File: config.mk
export PLATFORM = sky130hd
export DESIGN_NAME = fc_core_ctrl
export DESIGN_NICKNAME = d
export VERILOG_FILES = /design/src/rtl/fc_pkg.sv /design/src/rtl/fc_idx_cnt.sv /design/src/rtl/fc_core_ctrl.sv
export SDC_FILE = /design/constraint.sdc
export NUM_CORES = 1
export LEC_CHECK = 0
export ABC_CLOCK_PERIOD_IN_PS = 3900
export CAP_MARGIN = 0
export CORE_MARGIN = 2
export CORE_UTILIZATION = 48
export CTS_CLUSTER_DIAMETER = 200
export DETAILED_ROUTE_END_ITERATION = 6
export PLACE_DENSITY = 0.95
export SLEW_MARGIN = 20
export SYNTH_ARGS = -nofsm -noshare
export SYNTH_HDL_FRONTEND = slang
export SYNTH_SLANG_ARGS = --single-unit
File: constraint.sdc
create_clock -name clk -period 3.9 [get_ports clk]
set_input_delay 0.39 -clock clk [delete_from_list [all_inputs] [get_ports clk]]
set_output_delay 0.39 -clock clk [all_outputs]
set_load 0.02 [all_outputs]
File: src/rtl/fc_pkg.sv
// fc_pkg: shared definitions for the fully connected layer sequencer.
//   - FSM state encoding
//   - number of drain cycles between the last MAC issue and the result write
//   - result-width helper (accumulator is four times the operand width)
package fc_pkg;

  localparam logic [2:0] S_IDLE_ENC  = 3'd0;
  localparam logic [2:0] S_CLEAR_ENC = 3'd1;
  localparam logic [2:0] S_MAC_ENC   = 3'd2;
  localparam logic [2:0] S_DRAIN_ENC = 3'd3;
  localparam logic [2:0] S_WRITE_ENC = 3'd4;
  localparam logic [2:0] S_DONE_ENC  = 3'd5;

  typedef enum logic [2:0] {
    S_IDLE  = S_IDLE_ENC,
    S_CLEAR = S_CLEAR_ENC,
    S_MAC   = S_MAC_ENC,
    S_DRAIN = S_DRAIN_ENC,
    S_WRITE = S_WRITE_ENC,
    S_DONE  = S_DONE_ENC
  } fc_state_e;

  // One cycle of memory read latency plus one cycle of core accumulate latency.
  localparam int DRAIN_CYCLES = 2;

  function automatic int res_width(input int data_width);
    return 4 * data_width;
  endfunction

endpackage

File: src/rtl/fc_idx_cnt.sv
// fc_idx_cnt: index counter 0..CNT_MAX with synchronous clear and enable.
//   clk, reset : clock, async active-high reset
//   clr        : synchronous clear to 0 (wins over en)
//   en         : advance; wraps to 0 after CNT_MAX
//   cnt        : current index (registered)
//   tc         : terminal count, cnt == CNT_MAX
module fc_idx_cnt #(
  parameter int CNT_W   = 4,
  parameter int CNT_MAX = 15
) (
  input  logic             clk,
  input  logic             reset,
  input  logic             clr,
  input  logic             en,
  output logic [CNT_W-1:0] cnt,
  output logic             tc
);

  localparam logic [CNT_W-1:0] MAX_V = CNT_W'(CNT_MAX);
  localparam logic [CNT_W-1:0] ONE_V = CNT_W'(1);

  logic [CNT_W-1:0] cnt_r;

  assign cnt = cnt_r;
  assign tc  = (cnt_r == MAX_V);

  // Index register: clear has priority, wrap at the terminal value so the
  // index never leaves 0..CNT_MAX.
  always_ff @(posedge clk or posedge reset) begin
    if (reset) begin
      cnt_r <= {CNT_W{1'b0}};
    end else if (clr) begin
      cnt_r <= {CNT_W{1'b0}};
    end else if (en) begin
      cnt_r <= tc ? {CNT_W{1'b0}} : (cnt_r + ONE_V);
    end else begin
      cnt_r <= cnt_r;
    end
  end

endmodule

File: src/rtl/fc_core_ctrl.sv
// fc_core_ctrl: sequencer for one fully connected layer on a single-MAC core.
//   For each of OUT_NODE neurons: clear the core, stream IN_NODE node/weight
//   pairs from 1-cycle-latency memories, add the bias, write the result.
// Ports:
//   clk, reset                 clock, async active-high reset
//   i_start / o_idle /
//   o_running / o_done         top-level handshake
//   o_node_*, i_node_q         node memory read port
//   o_wegt_*, i_wegt_q         weight memory read port
//   o_bias_*, i_bias_q         bias memory read port
//   o_core_*, i_core_result    MAC core drive and accumulator readback
//   o_res_*                    result memory write port
module fc_core_ctrl
  import fc_pkg::*;
#(
  parameter int IN_DATA_WIDTH = 8,
  parameter int IN_NODE       = 16,
  parameter int OUT_NODE      = 4,
  parameter int NODE_AW       = 4,
  parameter int WEGT_AW       = 6,
  parameter int OUT_AW        = 2
) (
  input  logic                         clk,
  input  logic                         reset,
  input  logic                         i_start,
  output logic                         o_idle,
  output logic                         o_running,
  output logic                         o_done,
  output logic                         o_node_ce,
  output logic [NODE_AW-1:0]           o_node_addr,
  input  logic [IN_DATA_WIDTH-1:0]     i_node_q,
  output logic                         o_wegt_ce,
  output logic [WEGT_AW-1:0]           o_wegt_addr,
  input  logic [IN_DATA_WIDTH-1:0]     i_wegt_q,
  output logic                         o_bias_ce,
  output logic [OUT_AW-1:0]            o_bias_addr,
  input  logic [IN_DATA_WIDTH-1:0]     i_bias_q,
  output logic                         o_core_run,
  output logic                         o_core_valid,
  output logic [IN_DATA_WIDTH-1:0]     o_core_node,
  output logic [IN_DATA_WIDTH-1:0]     o_core_wegt,
  input  logic [4*IN_DATA_WIDTH-1:0]   i_core_result,
  output logic                         o_res_we,
  output logic [OUT_AW-1:0]            o_res_addr,
  output logic [4*IN_DATA_WIDTH-1:0]   o_res_data
);

  localparam int W     = IN_DATA_WIDTH;
  localparam int RES_W = res_width(IN_DATA_WIDTH);
  localparam logic [1:0] DRAIN_LAST = 2'(DRAIN_CYCLES - 1);
  localparam logic [WEGT_AW-1:0] WEGT_ONE = WEGT_AW'(1);

  fc_state_e state_r;
  fc_state_e state_nx_s;

  logic [NODE_AW-1:0] in_idx_s;
  logic               in_tc_s;
  logic [OUT_AW-1:0]  out_idx_s;
  logic               out_tc_s;
  logic [WEGT_AW-1:0] wegt_addr_r;
  logic [1:0]         drain_cnt_r;

  logic               idle_r;
  logic               running_r;
  logic               done_r;
  logic               rd_ce_r;
  logic               bias_ce_r;
  logic               core_run_r;
  logic               core_valid_r;
  logic               bias_vld_r;
  logic [W-1:0]       bias_r;
  logic               res_we_r;
  logic [RES_W-1:0]   res_data_r;
  logic [RES_W-1:0]   sum_s;

  fc_idx_cnt #(.CNT_W(NODE_AW), .CNT_MAX(IN_NODE - 1)) u_in_idx (
    .clk   (clk),
    .reset (reset),
    .clr   (state_r == S_CLEAR),
    .en    (state_r == S_MAC),
    .cnt   (in_idx_s),
    .tc    (in_tc_s)
  );

  fc_idx_cnt #(.CNT_W(OUT_AW), .CNT_MAX(OUT_NODE - 1)) u_out_idx (
    .clk   (clk),
    .reset (reset),
    .clr   (state_r == S_IDLE),
    .en    (state_r == S_WRITE),
    .cnt   (out_idx_s),
    .tc    (out_tc_s)
  );

  // Truncating add of the accumulator and zero-extended bias.
  assign sum_s = i_core_result + {{(RES_W - W){1'b0}}, bias_r};

  // State register.
  always_ff @(posedge clk or posedge reset) begin
    if (reset) begin
      state_r <= S_IDLE;
    end else begin
      state_r <= state_nx_s;
    end
  end

  // Next-state logic; i_start is only looked at in IDLE.
  always_comb begin
    state_nx_s = state_r;
    case (state_r)
      S_IDLE:  state_nx_s = i_start ? S_CLEAR : S_IDLE;
      S_CLEAR: state_nx_s = S_MAC;
      S_MAC:   state_nx_s = in_tc_s ? S_DRAIN : S_MAC;
      S_DRAIN: state_nx_s = (drain_cnt_r == DRAIN_LAST) ? S_WRITE : S_DRAIN;
      S_WRITE: state_nx_s = out_tc_s ? S_DONE : S_CLEAR;
      S_DONE:  state_nx_s = S_IDLE;
      default: state_nx_s = S_IDLE;
    endcase
  end

  // Drain cycle counter, only runs while in DRAIN.
  always_ff @(posedge clk or posedge reset) begin
    if (reset) begin
      drain_cnt_r <= 2'd0;
    end else if (state_r == S_DRAIN) begin
      drain_cnt_r <= drain_cnt_r + 2'd1;
    end else begin
      drain_cnt_r <= 2'd0;
    end
  end

  // Running weight address: out_idx*IN_NODE + in_idx without a multiplier.
  always_ff @(posedge clk or posedge reset) begin
    if (reset) begin
      wegt_addr_r <= {WEGT_AW{1'b0}};
    end else if (state_r == S_IDLE) begin
      wegt_addr_r <= {WEGT_AW{1'b0}};
    end else if (state_r == S_MAC) begin
      wegt_addr_r <= wegt_addr_r + WEGT_ONE;
    end else begin
      wegt_addr_r <= wegt_addr_r;
    end
  end

  // Control outputs registered from the next state so they line up with it.
  always_ff @(posedge clk or posedge reset) begin
    if (reset) begin
      idle_r       <= 1'b1;
      running_r    <= 1'b0;
      done_r       <= 1'b0;
      rd_ce_r      <= 1'b0;
      bias_ce_r    <= 1'b0;
      core_run_r   <= 1'b0;
      core_valid_r <= 1'b0;
      bias_vld_r   <= 1'b0;
      res_we_r     <= 1'b0;
    end else begin
      idle_r       <= (state_nx_s == S_IDLE);
      running_r    <= (state_nx_s != S_IDLE) && (state_nx_s != S_DONE);
      done_r       <= (state_nx_s == S_DONE);
      rd_ce_r      <= (state_nx_s == S_MAC);
      bias_ce_r    <= (state_nx_s == S_CLEAR);
      core_run_r   <= (state_nx_s == S_CLEAR);
      core_valid_r <= rd_ce_r;
      bias_vld_r   <= bias_ce_r;
      res_we_r     <= (state_nx_s == S_WRITE);
    end
  end

  // Bias capture one cycle after its read, and result capture on WRITE entry.
  always_ff @(posedge clk or posedge reset) begin
    if (reset) begin
      bias_r     <= {W{1'b0}};
      res_data_r <= {RES_W{1'b0}};
    end else begin
      bias_r     <= bias_vld_r ? i_bias_q : bias_r;
      res_data_r <= (state_nx_s == S_WRITE) ? sum_s : res_data_r;
    end
  end

  assign o_idle       = idle_r;
  assign o_running    = running_r;
  assign o_done       = done_r;
  assign o_node_ce    = rd_ce_r;
  assign o_node_addr  = in_idx_s;
  assign o_wegt_ce    = rd_ce_r;
  assign o_wegt_addr  = wegt_addr_r;
  assign o_bias_ce    = bias_ce_r;
  assign o_bias_addr  = out_idx_s;
  assign o_core_run   = core_run_r;
  assign o_core_valid = core_valid_r;
  // Operands pass straight through but read as zero when not being accumulated.
  assign o_core_node  = core_valid_r ? i_node_q : {W{1'b0}};
  assign o_core_wegt  = core_valid_r ? i_wegt_q : {W{1'b0}};
  assign o_res_we     = res_we_r;
  assign o_res_addr   = out_idx_s;
  assign o_res_data   = res_data_r;

endmodule

Word level (Yosys, flattened, before mapping):

Index checks and enable logic that the tools add are counted.

* register bits after elaboration: 65
* latch bits: 0
* bits in writable memories: 0
* memory bits (read-only): 0
* output and inout bits: 71
* word-level logic and storage cells: 55
* memories: 0

* add/subtract/negate cells: 5
* multiply operators: 0
* div/mod/pow operators: 0
* order comparisons: 0
* eq/ne operators: 12
* shifts and indexed selects: 0
* mux-type cells: 16
* bitwise operators: 0
* reduce and logical (&&, ||, !) cells: 7

Operator list (number)
* $add 32x8->32: 1
* $mux 8: 2
* $pmux 3 s5: 1
* $mux 4: 3
* $mux 6: 2
* $eq 3x2->1 const B: 3
* $eq 3x3->1 const B: 3
* $mux 2: 4
* $add 6x1->6 const B: 1
* $eq 3x1->1 const B: 2
* $logic_not 3->1: 2
* $mux 3: 2
* $reduce_bool 2->1: 3
* $add 2x1->2 const B: 2
* $add 4x1->4 const B: 1
* $eq 4x4->1 const B: 1
* $ne 3x3->1 const B: 1
* $reduce_bool 3->1: 1
* $eq 2x1->1 const B: 1
* $eq 2x2->1 const B: 1
* $mux 1: 2
* $logic_and 1x1->1: 1

Logic depth before layout (Yosys ltp):

* depth after elaboration: 5
* depth in mapped cells: 9

By module:

Synthesis repeated with hierarchy kept, for this count alone.

* cells, all modules: 354
* area total of the unflattened synthesis: 3527.1 um^2

Modules (own cells, without submodules)
* fc_core_ctrl: times used 1, cells each 324, area each 3213.1 um^2, seq. area each 1477.7 um^2
* fc_idx_cnt at u_in_idx: times used 1, cells each 21, area each 210.2 um^2, seq. area each 100.1 um^2
* fc_idx_cnt at u_out_idx: times used 1, cells each 9, area each 103.8 um^2, seq. area each 50.0 um^2

Least setup slack after synthesis:

No wires, ideal clock.

* path kind: in2reg
* start point: input i_core_result[0]
* end point: register res_data_r[30] (netlist: o_res_data[30])
* library setup time: 0.130 ns
* arrival time: 2.091 ns
* required time: 3.770 ns
* setup slack: 1.679 ns
* stages on the path: 8
* path buffers: 0
* cells stage by stage: ha_1 fa_1 a21o_1 a221oi_2 a21o_1 nor4_1 xnor2_1 o21ai_1

* longest elaborated chain between the ends: 1

Ends and longest elaborated chain
* start, declared: RTL line fc_core_ctrl.sv:42 `input logic [4*IN_DATA_WIDTH-1:0] i_core_result,`
* $add 32x8->32: RTL line fc_core_ctrl.sv:95 `assign sum_s = i_core_result + {{(RES_W - W){1'b0}}, bias_r};`
* end signal, assigned: RTL line fc_core_ctrl.sv:173 `res_data_r <= {RES_W{1'b0}};`
* end signal, assigned: RTL line fc_core_ctrl.sv:176 `res_data_r <= (state_nx_s == S_WRITE) ? sum_s : res_data_r;`
* end, declared: RTL line fc_core_ctrl.sv:73 `logic [RES_W-1:0] res_data_r;`

Every way passes these cells.
A chain may end at the register's enable or synchronous reset.

Worst setup path in the final report:

Same ends and word-level chain as after synthesis.

==> results.py <==
metrics = {
    "cts": {
        "clockRootBuffer": "clkbuf_8",
        "ctsHoldBuffers": 0,
        "cts.sinks": 65,
        "post_cts_buffers": 0,
        "cts_max_level": 3,
        "insertion_delay_ns": 0.33,
        "clock_path_buffers": 2,
        "path_clk_slew_ns": 0.07,
        "numCtsBuffers": 9,
        "cts_resized": 0,
        "cts_tree": "done",
    },
    "global_routing": {
        "grt_max_degree": 39,
        "grt_pass1_wl_mm": 13.8,
        "track_usage_pct": 22.5,
        "overflow": 0,
        "grt_pass1_vias": 3104,
        "antenna_found_initial": 0,
    },
    "yosys": {
        "synth-seq-cells": 65,
        "synthesis.area_um2": 3490,
        "yosysSeqAreaShare_pct": 46.7,
        "synthDistinctLibCells": 49,
        "netlist_instances": 366,
        "yosysWarnings": 0,
        "postSynthAreaPerCell_um2": 9.53,
        "synth_enable_flop_cells": 0,
        "syn_nets": 438,
        "synth_ff_type": "dfrtp_1",
        "async_flop_share_pct": 100,
    },
    "job": {
        "drv_cap": 0,
    },
    "final_layout": {
        "final_area_um2": 5050,
        "multi_input_area_um2": 1750,
        "most-common-layout-cells": "129 x clkdlybuf4s50_1, 64 x dfrtp_1, 63 x nand2_1, 25 x o21ai_0, 21 x xnor2_1",
        "area_growth_syn_to_layout_pct": 45.0,
        "seq_area_um2": 1630,
        "mostFrequentLayoutCell": "clkdlybuf4s50_1",
        "num_antenna_cells": 0,
        "fillers": 545,
        "nNetsFinal": 561,
        "drive_above_1_share_pct": 8.91,
    },
    "timing": {
        "fin_crit_ns": 2.59,
        "finalMaxSlewViolations": 0,
        "rsz0062_at_grt": "false",
        "fin_worst_skew_ns": 0.0152,
        "fin_crit_sh_pct": 66.5,
        "worst_pin_slew_ns": 0.661,
        "setup_tns_ns": 0,
        "max_freq_mhz": 386,
        "finalHoldViolations": 0,
        "finalSetupViolations": 0,
        "slew_headroom_pct": 55.9,
    },
    "power_and_ir_drop": {
        "vdd_drop_max_mv": 0.257,
        "p_int_mw": 1.24,
        "p_leak_nw": 2.12,
        "p_sw_share_pct": 27.0,
        "power_switching_mw": 0.459,
        "pwr-share-seq_pct": 42.9,
        "p_comb_share_pct": 20.0,
        "power.total_mw": 1.70,
        "p_per_area_nw_per_um2": 337,
        "p_clk_share_pct": 37.1,
    },
    "drt": {
        "drc": 0,
        "dr.pass1.iters": 5,
        "wl_per_cell_um": 14.9,
        "routed_wl_mm": 8.86,
        "drtIter0Drc": 123,
        "vias": 3151,
        "ant_nets": 0,
        "drt-vias-per-instance": 5.31,
    },
    "worst_setup_path": {
        "critPathCaptureType": "flop",
        "cp.required_ns": 4.09,
        "cp.arrival_ns": 2.78,
        "start_kind": "input port",
        "cp_max_fo": 8,
        "r2r_setup_slack_ns": 1.42,
        "criticalPathCategory": "input port to flop",
    },
    "placed_design": {
        "place_hpwl_mm": 6.74,
        "port_buffers": 129,
        "place_congestion": 0.861,
        "place_area_um2": 4840,
    },
    "die": {
        "die_w_um": 89.2,
        "ioPinCount": 130,
        "core_um2": 7140,
        "die_h_um": 89.2,
        "dieArea_um2": 7960,
        "initial_core_util_pct": 48.9,
        "row_count": 31,
    },
    "status": {
        "outcome": "completed",
    },
    "min_path": {
        "timing.hold.worst.class": "flop to flop",
    },
}
worst max-delay path, stage by stage:
cell and delay (ns):
clkdlybuf4s50_1 0.41, ha_1 0.26, fa_1 0.41, a21o_1 0.21, a221oi_2 0.40, a21o_1 0.34
nor4_1 0.12, xnor2_1 0.16, o21ai_1 0.07
synthesized netlist by cell type (2+ instances only):
cell,n,area share (%)
dfrtp_1,64,46
a21o_1,4,0.86
or2_2,3,0.54
o211ai_1,2,0.43
nor2_1,19,2.0
o2bb2ai_1,2,0.50
nand3_1,18,2.6
buf_2,3,0.43
nor3_1,6,0.86
mux2_2,9,2.9
buf_4,4,0.86
o21ai_0,25,3.6
clkbuf_1,13,1.4
or3_1,2,0.36
and3_1,3,0.54
and2_1,18,3.2
xnor2_1,21,5.3
nand2b_1,2,0.36
ha_1,12,4.3
nand4_1,5,0.90
a22oi_1,3,0.65
xor2_1,7,1.8
nor4_2,3,1.1
o21ai_1,15,2.2
and4_1,2,0.50
mux2i_1,3,0.86
nand2_1,63,6.8
inv_1,6,0.65
a21oi_1,9,1.3
path summary, 6_finish.rpt:
| kind | end | start | cells past startpoint |
|---|---|---|---|
| max reg2reg | o_res_data[30] | bias_r[0] | 8 |
| min | o_core_valid | o_node_ce | 0 |
| min in group asynchronous | o_core_valid | reset | 2 |
| min reg2reg | o_core_valid | o_node_ce | 0 |
| max in group asynchronous | o_idle | reset | 3 |
| max | o_res_data[30] | i_core_result[0] | 9 |
power by group through the flow:
| stage | clock network (mW) | logic, mW | registers [mW] |
|---|---|---|---|
| final | 0.631 | 0.340 | 0.731 |
| after global routing | 0.672 | 0.367 | 0.734 |
| after floorplan | 0 | 0.122 | 0.779 |
| after detailed placement | 0 | 0.340 | 0.744 |
| after global placement | 0 | 0.331 | 0.743 |
| after CTS | 0.638 | 0.342 | 0.731 |
cell type report:
cell class | count | share of cell area [%]
Multi-Input combinational cell | 275 | 34.6
Clock buffer | 9 | 2.45
Inverter | 6 | 0.446
Tap cell | 99 | 2.45
Sequential cell | 65 | 32.2
Timing Repair Buffer | 132 | 26.0
Clock inverter | 7 | 1.88
sequential cells by signal, summed over array words and instances (netlist names):
signal and count:
o_res_we 1, u_out_idx.cnt 2, o_core_run 1, o_core_valid 1
o_idle 1, o_wegt_addr 6, o_node_ce 1, state_r 3
u_in_idx.cnt 4, o_res_data 32, o_done 1, o_running 1
bias_r 8, bias_vld_r 1, drain_cnt_r 2
routing by layer:
metal | share of wire, % | global-route usage (%) | vias to the layer above
li1 | - | - | 1508
met5 | 0 | 0 | -
met1 | 40 | 26.9 | 1507
met4 | 1.6 | 9.09 | 0
met2 | 52 | 40.3 | 121
met3 | 6.5 | 3.88 | 15
cells by family after synthesis:
family	synth area share, %
AND/OR/NAND/NOR	22.4
flip-flops	46.7
XOR/XNOR	7.03
buffers and inverters	3.34
multiplexers	3.77
AO/OA/AOI/OAI	11.9
adder cells (fa/ha/maj)	4.88
stage by stage:
stage                     instances  hold WS [ns]  setup slack, ns  utilization (%)
final                           593         0.407             1.31             70.8
after global routing            593         0.431             1.14             70.8
after CTS                       593         0.414             1.31             70.8
after detailed placement        577         0.398            0.965             67.8
after global placement          577         0.394             1.03             67.8
after floorplan                 366         0.408             1.68                -
(Power assumes the default switching activity.)
